[config.mk]
export PLATFORM = sky130hd
export DESIGN_NAME = writeback_stage
export DESIGN_NICKNAME = d
export VERILOG_FILES = /design/src/rtl/writeback_stage.sv
export SDC_FILE = /design/constraint.sdc
export NUM_CORES = 1
export LEC_CHECK = 0
export CAP_MARGIN = 20
export CORE_MARGIN = 10
export CORE_UTILIZATION = 44
export DETAILED_ROUTE_END_ITERATION = 10
export PLACE_DENSITY = 0.81
export SYNTH_ARGS = -nofsm -noshare
export SYNTH_HDL_FRONTEND = slang
export SYNTH_SLANG_ARGS = --single-unit
[constraint.sdc]
create_clock -name clk -period 4.2 [get_ports clk]
set_input_delay 0.84 -clock clk [delete_from_list [all_inputs] [get_ports clk]]
set_output_delay 0.84 -clock clk [all_outputs]
set_load 0.03 [all_outputs]
[src/rtl/writeback_stage.sv]
`default_nettype none
// ============================================================================
//  Module      : writeback_stage
//  Description : Pipeline writeback stage. Retires ALU, link and load results
//                into the register file (general port plus dedicated r31
//                port), aligns big-endian load data, supports flush and keeps
//                a retired-instruction counter.
//  Revision    : 1.0 - initial release
// ============================================================================
module writeback_stage #(
    parameter int CNT_W = 32
) (
    input  logic             clk,
    input  logic             rst,
    input  logic             in_valid,
    output logic             in_ready,
    input  logic [1:0]       in_kind,
    input  logic [4:0]       in_rd,
    input  logic [31:0]      in_alu,
    input  logic [31:0]      in_link,
    input  logic [1:0]       in_ld_size,
    input  logic             in_ld_signed,
    input  logic [1:0]       in_addr_lo,
    input  logic             mem_rsp_valid,
    input  logic [31:0]      mem_rdata,
    input  logic             flush,
    output logic             writenable,
    output logic [4:0]       writesel,
    output logic [31:0]      Din,
    output logic             r31_en,
    output logic [31:0]      register31,
    output logic [CNT_W-1:0] retired
);

    localparam logic [1:0] c_KIND_NONE = 2'd0;
    localparam logic [1:0] c_KIND_ALU  = 2'd1;
    localparam logic [1:0] c_KIND_LOAD = 2'd2;
    localparam logic [1:0] c_KIND_LINK = 2'd3;

    localparam logic [1:0] c_SIZE_BYTE = 2'd0;
    localparam logic [1:0] c_SIZE_HALF = 2'd1;

    localparam logic [CNT_W-1:0] c_CNT_ONE = {{(CNT_W-1){1'b0}}, 1'b1};

    typedef enum logic [0:0] {
        IDLE     = 1'b0,
        WAIT_MEM = 1'b1
    } state_t;

    state_t           state_q,      state_d;
    logic             writenable_q, writenable_d;
    logic [4:0]       writesel_q,   writesel_d;
    logic [31:0]      din_q,        din_d;
    logic             r31_en_q,     r31_en_d;
    logic [31:0]      register31_q, register31_d;
    logic [CNT_W-1:0] retired_q,    retired_d;

    // Load context captured at accept, used when the memory response arrives
    logic [4:0]       ld_rd_q,      ld_rd_d;
    logic [1:0]       ld_size_q,    ld_size_d;
    logic             ld_signed_q,  ld_signed_d;
    logic [1:0]       ld_addr_q,    ld_addr_d;

    logic             w_accept;
    logic [7:0]       w_byte;
    logic [15:0]      w_half;
    logic [31:0]      w_load_data;

    assign in_ready   = (state_q == IDLE);
    // A flush in the same cycle kills the incoming instruction
    assign w_accept   = in_valid & in_ready & ~flush;

    assign writenable = writenable_q;
    assign writesel   = writesel_q;
    assign Din        = din_q;
    assign r31_en     = r31_en_q;
    assign register31 = register31_q;
    assign retired    = retired_q;

    // Big-endian lane select and sign/zero extension of the load response.
    // Misaligned halves round down to the half boundary; words ignore addr_lo.
    always_comb begin
        w_byte      = 8'h00;
        w_half      = 16'h0000;
        w_load_data = mem_rdata;
        case (ld_size_q)
            c_SIZE_BYTE: begin
                case (ld_addr_q)
                    2'd0:    w_byte = mem_rdata[31:24];
                    2'd1:    w_byte = mem_rdata[23:16];
                    2'd2:    w_byte = mem_rdata[15:8];
                    default: w_byte = mem_rdata[7:0];
                endcase
                w_load_data = {{24{ld_signed_q & w_byte[7]}}, w_byte};
            end
            c_SIZE_HALF: begin
                w_half      = ld_addr_q[1] ? mem_rdata[15:0] : mem_rdata[31:16];
                w_load_data = {{16{ld_signed_q & w_half[15]}}, w_half};
            end
            default: w_load_data = mem_rdata;
        endcase
    end

    // Next-state and registered-output computation
    always_comb begin
        state_d      = state_q;
        writenable_d = 1'b0;
        writesel_d   = writesel_q;
        din_d        = din_q;
        r31_en_d     = 1'b0;
        register31_d = register31_q;
        retired_d    = retired_q;
        ld_rd_d      = ld_rd_q;
        ld_size_d    = ld_size_q;
        ld_signed_d  = ld_signed_q;
        ld_addr_d    = ld_addr_q;

        case (state_q)
            IDLE: begin
                if (w_accept) begin
                    case (in_kind)
                        c_KIND_NONE: begin
                            retired_d = retired_q + c_CNT_ONE;
                        end
                        c_KIND_ALU: begin
                            // r0 is hard-wired zero: retire without a write
                            if (in_rd != 5'd0) begin
                                writenable_d = 1'b1;
                                writesel_d   = in_rd;
                                din_d        = in_alu;
                            end
                            retired_d = retired_q + c_CNT_ONE;
                        end
                        c_KIND_LOAD: begin
                            // Any response already present now is stale
                            ld_rd_d     = in_rd;
                            ld_size_d   = in_ld_size;
                            ld_signed_d = in_ld_signed;
                            ld_addr_d   = in_addr_lo;
                            state_d     = WAIT_MEM;
                        end
                        default: begin
                            r31_en_d     = 1'b1;
                            register31_d = in_link;
                            retired_d    = retired_q + c_CNT_ONE;
                        end
                    endcase
                end
            end
            WAIT_MEM: begin
                if (flush) begin
                    state_d = IDLE;
                end else if (mem_rsp_valid) begin
                    if (ld_rd_q != 5'd0) begin
                        writenable_d = 1'b1;
                        writesel_d   = ld_rd_q;
                        din_d        = w_load_data;
                    end
                    retired_d = retired_q + c_CNT_ONE;
                    state_d   = IDLE;
                end
            end
            default: state_d = IDLE;
        endcase
    end

    // State and output registers, cleared asynchronously
    always_ff @(posedge clk or posedge rst) begin
        if (rst) begin
            state_q      <= IDLE;
            writenable_q <= 1'b0;
            writesel_q   <= 5'd0;
            din_q        <= 32'd0;
            r31_en_q     <= 1'b0;
            register31_q <= 32'd0;
            retired_q    <= '0;
            ld_rd_q      <= 5'd0;
            ld_size_q    <= 2'd0;
            ld_signed_q  <= 1'b0;
            ld_addr_q    <= 2'd0;
        end else begin
            state_q      <= state_d;
            writenable_q <= writenable_d;
            writesel_q   <= writesel_d;
            din_q        <= din_d;
            r31_en_q     <= r31_en_d;
            register31_q <= register31_d;
            retired_q    <= retired_d;
            ld_rd_q      <= ld_rd_d;
            ld_size_q    <= ld_size_d;
            ld_signed_q  <= ld_signed_d;
            ld_addr_q    <= ld_addr_d;
        end
    end

endmodule
`default_nettype wire

==> run_results.csv <==
group,metric,value,unit
final_layout,fillCellCount,934,
synth,synth-main-ff-cell,"dfrtp_1",
synth,synth_area_leader_cell,"dfrtp_1",
clocking,htreeDepth,4,
clocking,cts_sinks,114,
global_routing,grt_pass1_wl,28800,um
synth,synth_top_area_share,0.524,
final_layout,syn_to_final_growth,52.4,%
worst_setup_path,endpoint_kind,"primary output",
worst_setup_path,worstPathRequired,3.36,ns
global_routing,gr-total-overflow,0,
clocking,clkTransAtPathRegs,0.05,ns
clocking,clockBufferDepth,2,
die,die_w,131,um
route,drt_iter0_markers,340,
synth,async_reset_ff_frac,1.00,
synth,ys_top_cells_by_count,"nand2_1, dfrtp_1, nor2_1",
synth,synthTopCellsByArea,"dfrtp_1, nand2_1, xnor2_1",
synth,yosysWarningCount,0,
placed_design,io_buffer_count,216,
global_routing,grt_max_degree,73,
synth,netlist_instances,561,
synth,synth-edff-count,0,
clocking,cts_setup_buffers,0,
hold_path,hold_class,"register to register",
sta,relSlewSlack,0.379,
route,drtPass1Iterations,5,
synth,synth_seq_cells,114,
final_layout,final_util,0.688,
global_routing,track_usage,0.207,
placed_design,dpl-instance-area,7730,sq um
worst_setup_path,cp_cell_sequence,"buf_4 > inv_1 > clkdlybuf4s50_1",
worst_setup_path,crit_buf_inv,3,
power,vdd_drop_max,0.000401,V
global_routing,antenna_found_initial,1,
clocking,clk_latency,0.41,ns
worst_setup_path,slowest_delay,0.61,ns
final_layout,nets,884,
sta,fmax,0.366,GHz
synth,synth_area,5440,sq um
worst_setup_path,crit_family,"buffers and inverters",
sta,period_share,0.651,
synth,synth.distinct_cells,44,
sta,tns,0,ns
die,die_h,131,um
die,io-pin-count,217,
route,ant_nets,0,
sta,skew,0.00566,ns
clocking,root_buffer,"clkbuf_16",
worst_setup_path,slowest_stage,"clkdlybuf4s50_1",
worst_setup_path,start_kind,"register",
placed_design,place.gp.congestion,0.896,
synth,synth_seq_area_share,0.524,
die,start_util,0.451,
clocking,cts_hold_buf,0,
sta,whs,0.472,ns
worst_setup_path,arrival,1.89,ns
sta,period_needed,2.73,ns
clocking,cts_buffers,17,
worst_setup_path,cp_max_fo,39,
route,wl_per_cell,19.1,um
power,power_density,509,nW/um^2
worst_setup_path,crit_type,"register to primary output",
placed_design,dp_cells,918,
die,row_count,40,
clocking,cts_resized,0,
global_routing,grt_pass1_vias,5178,
sta,tightest_slew,0.930,ns
run_status,status,"finished, final reports clean",
sta,hold_viol,0,
placed_design,dp_hpwl,13800,um
power,p_leak,3.59,nW
die,design.die.area,17200,sq um
final_layout,drive_gt1_frac,0.0781,
route,wl,18200,um
route,vias,5085,
final_layout,final-instance-count-excl-fill,950,
final_layout,final_cell_area,8300,sq um
synth,synth_nets,675,
route,drc,0,
sta,setup_viol,0,
flow_run,max_cap_violations,0,
synth,yosys.cell_count.top_type,"nand2_1",
sta,slew_violations,0,
route,viasPerCell,5.35,
sta,rsz0062_at_grt,"no",
die,core_area,12100,sq um
clocking,cts_tree,"built",
synth,synth_area_per_cell,9.70,sq um
[per-layer routing]
layer / track usage / routed length, um / vias to the layer above
met5: 0 / 0 / -
met4: 0.0831 / 346 / 0
met3: 0.0995 / 2020 / 27
met2: 0.327 / 8620 / 265
met1: 0.237 / 7170 / 2417
li1: - / - / 2376
[state kept, by name (all words and copies together) (netlist names)]
name         count
r31_en           1
ld_size_q        2
register31      32
writesel         5
retired         32
ld_addr_q        2
Din             32
ld_rd_q          5
ld_signed_q      1
writenable       1
state_q          1
[through the flow]
| step | setup slack (ns) | power, W |
|---|---|---|
| after floorplan | 0.344 | 0.00227 |
| after global placement | 1.28 | 0.00289 |
| after detailed placement | 1.23 | 0.00294 |
| after CTS | 1.45 | 0.00424 |
| after global routing | 1.36 | 0.00442 |
| final | 1.47 | 0.00422 |
[kinds of logic (layout without fill, tap and decap cells)]
kind of cell | Yosys count | after routing | share of synthesized area
AOI/OAI and AO/OA | 95 | 95 | 0.113
other | 0 | 1 | 0
muxes | 33 | 33 | 0.0655
xor gates and xnor gates | 31 | 31 | 0.0499
and+or+nand+nor | 246 | 246 | 0.212
DFF | 114 | 114 | 0.524
adders and majority gates | 1 | 1 | 0.00230
buffers and inverters | 41 | 261 | 0.0336
[worst reg2reg max path, delay by kind of cell, from the launching register on]
kind                      cells  cell delay [ns]
xor gates and xnor gates      1             0.17
AOI/OAI and AO/OA             1             0.30
buffers and inverters         3             0.71
and+or+nand+nor               2             0.91
DFF                           1             0.40
[layout make-up]
cell class | count | area [sq um] | share of cell area
diodes | 1 | 2.50 | 0.000302
clock buffers | 26 | 509 | 0.0614
clock inverters | 4 | 25.0 | 0.00302
inverters | 6 | 25.0 | 0.00302
multi-input cells | 406 | 2420 | 0.292
flip-flops and latches | 114 | 2850 | 0.344
well taps | 168 | 210 | 0.0253
repair buffers | 225 | 2250 | 0.271
[path summary, 6_finish.rpt]
check	from	to	slack [ns]	cells past startpoint
min reg2reg	register31[29]	register31[29]	0.47	2
max in group asynchronous	rst	Din[20]	2.34	3
max reg2reg	state_q	retired[26]	1.60	7
min in group asynchronous	rst	retired[27]	0.98	2
max	state_q	in_ready	1.47	3
min	register31[29]	register31[29]	0.47	2
[cell usage in the layout, fill, tap and decap left out, types with 9 or more instances in the layout]
master,n
mux2_2,20
a21oi_1,36
clkbuf_16,17
a22oi_1,9
nand3_1,11
clkdlybuf4s50_1,216
xnor2_1,26
a31oi_1,24
nand4_1,9
a22o_1,9
nand2_1,122
and3_1,18
dfrtp_1,114
nor2_1,44
mux2i_1,12
[report_power, final]
part	internal (W)	total, W	switching (W)
combinational	0.000638	0.00144	0.000798
sequential	0.00132	0.00150	0.000178
clock	0.000821	0.00129	0.000470
No activity file was read; power rests on OpenSTA's default activity.
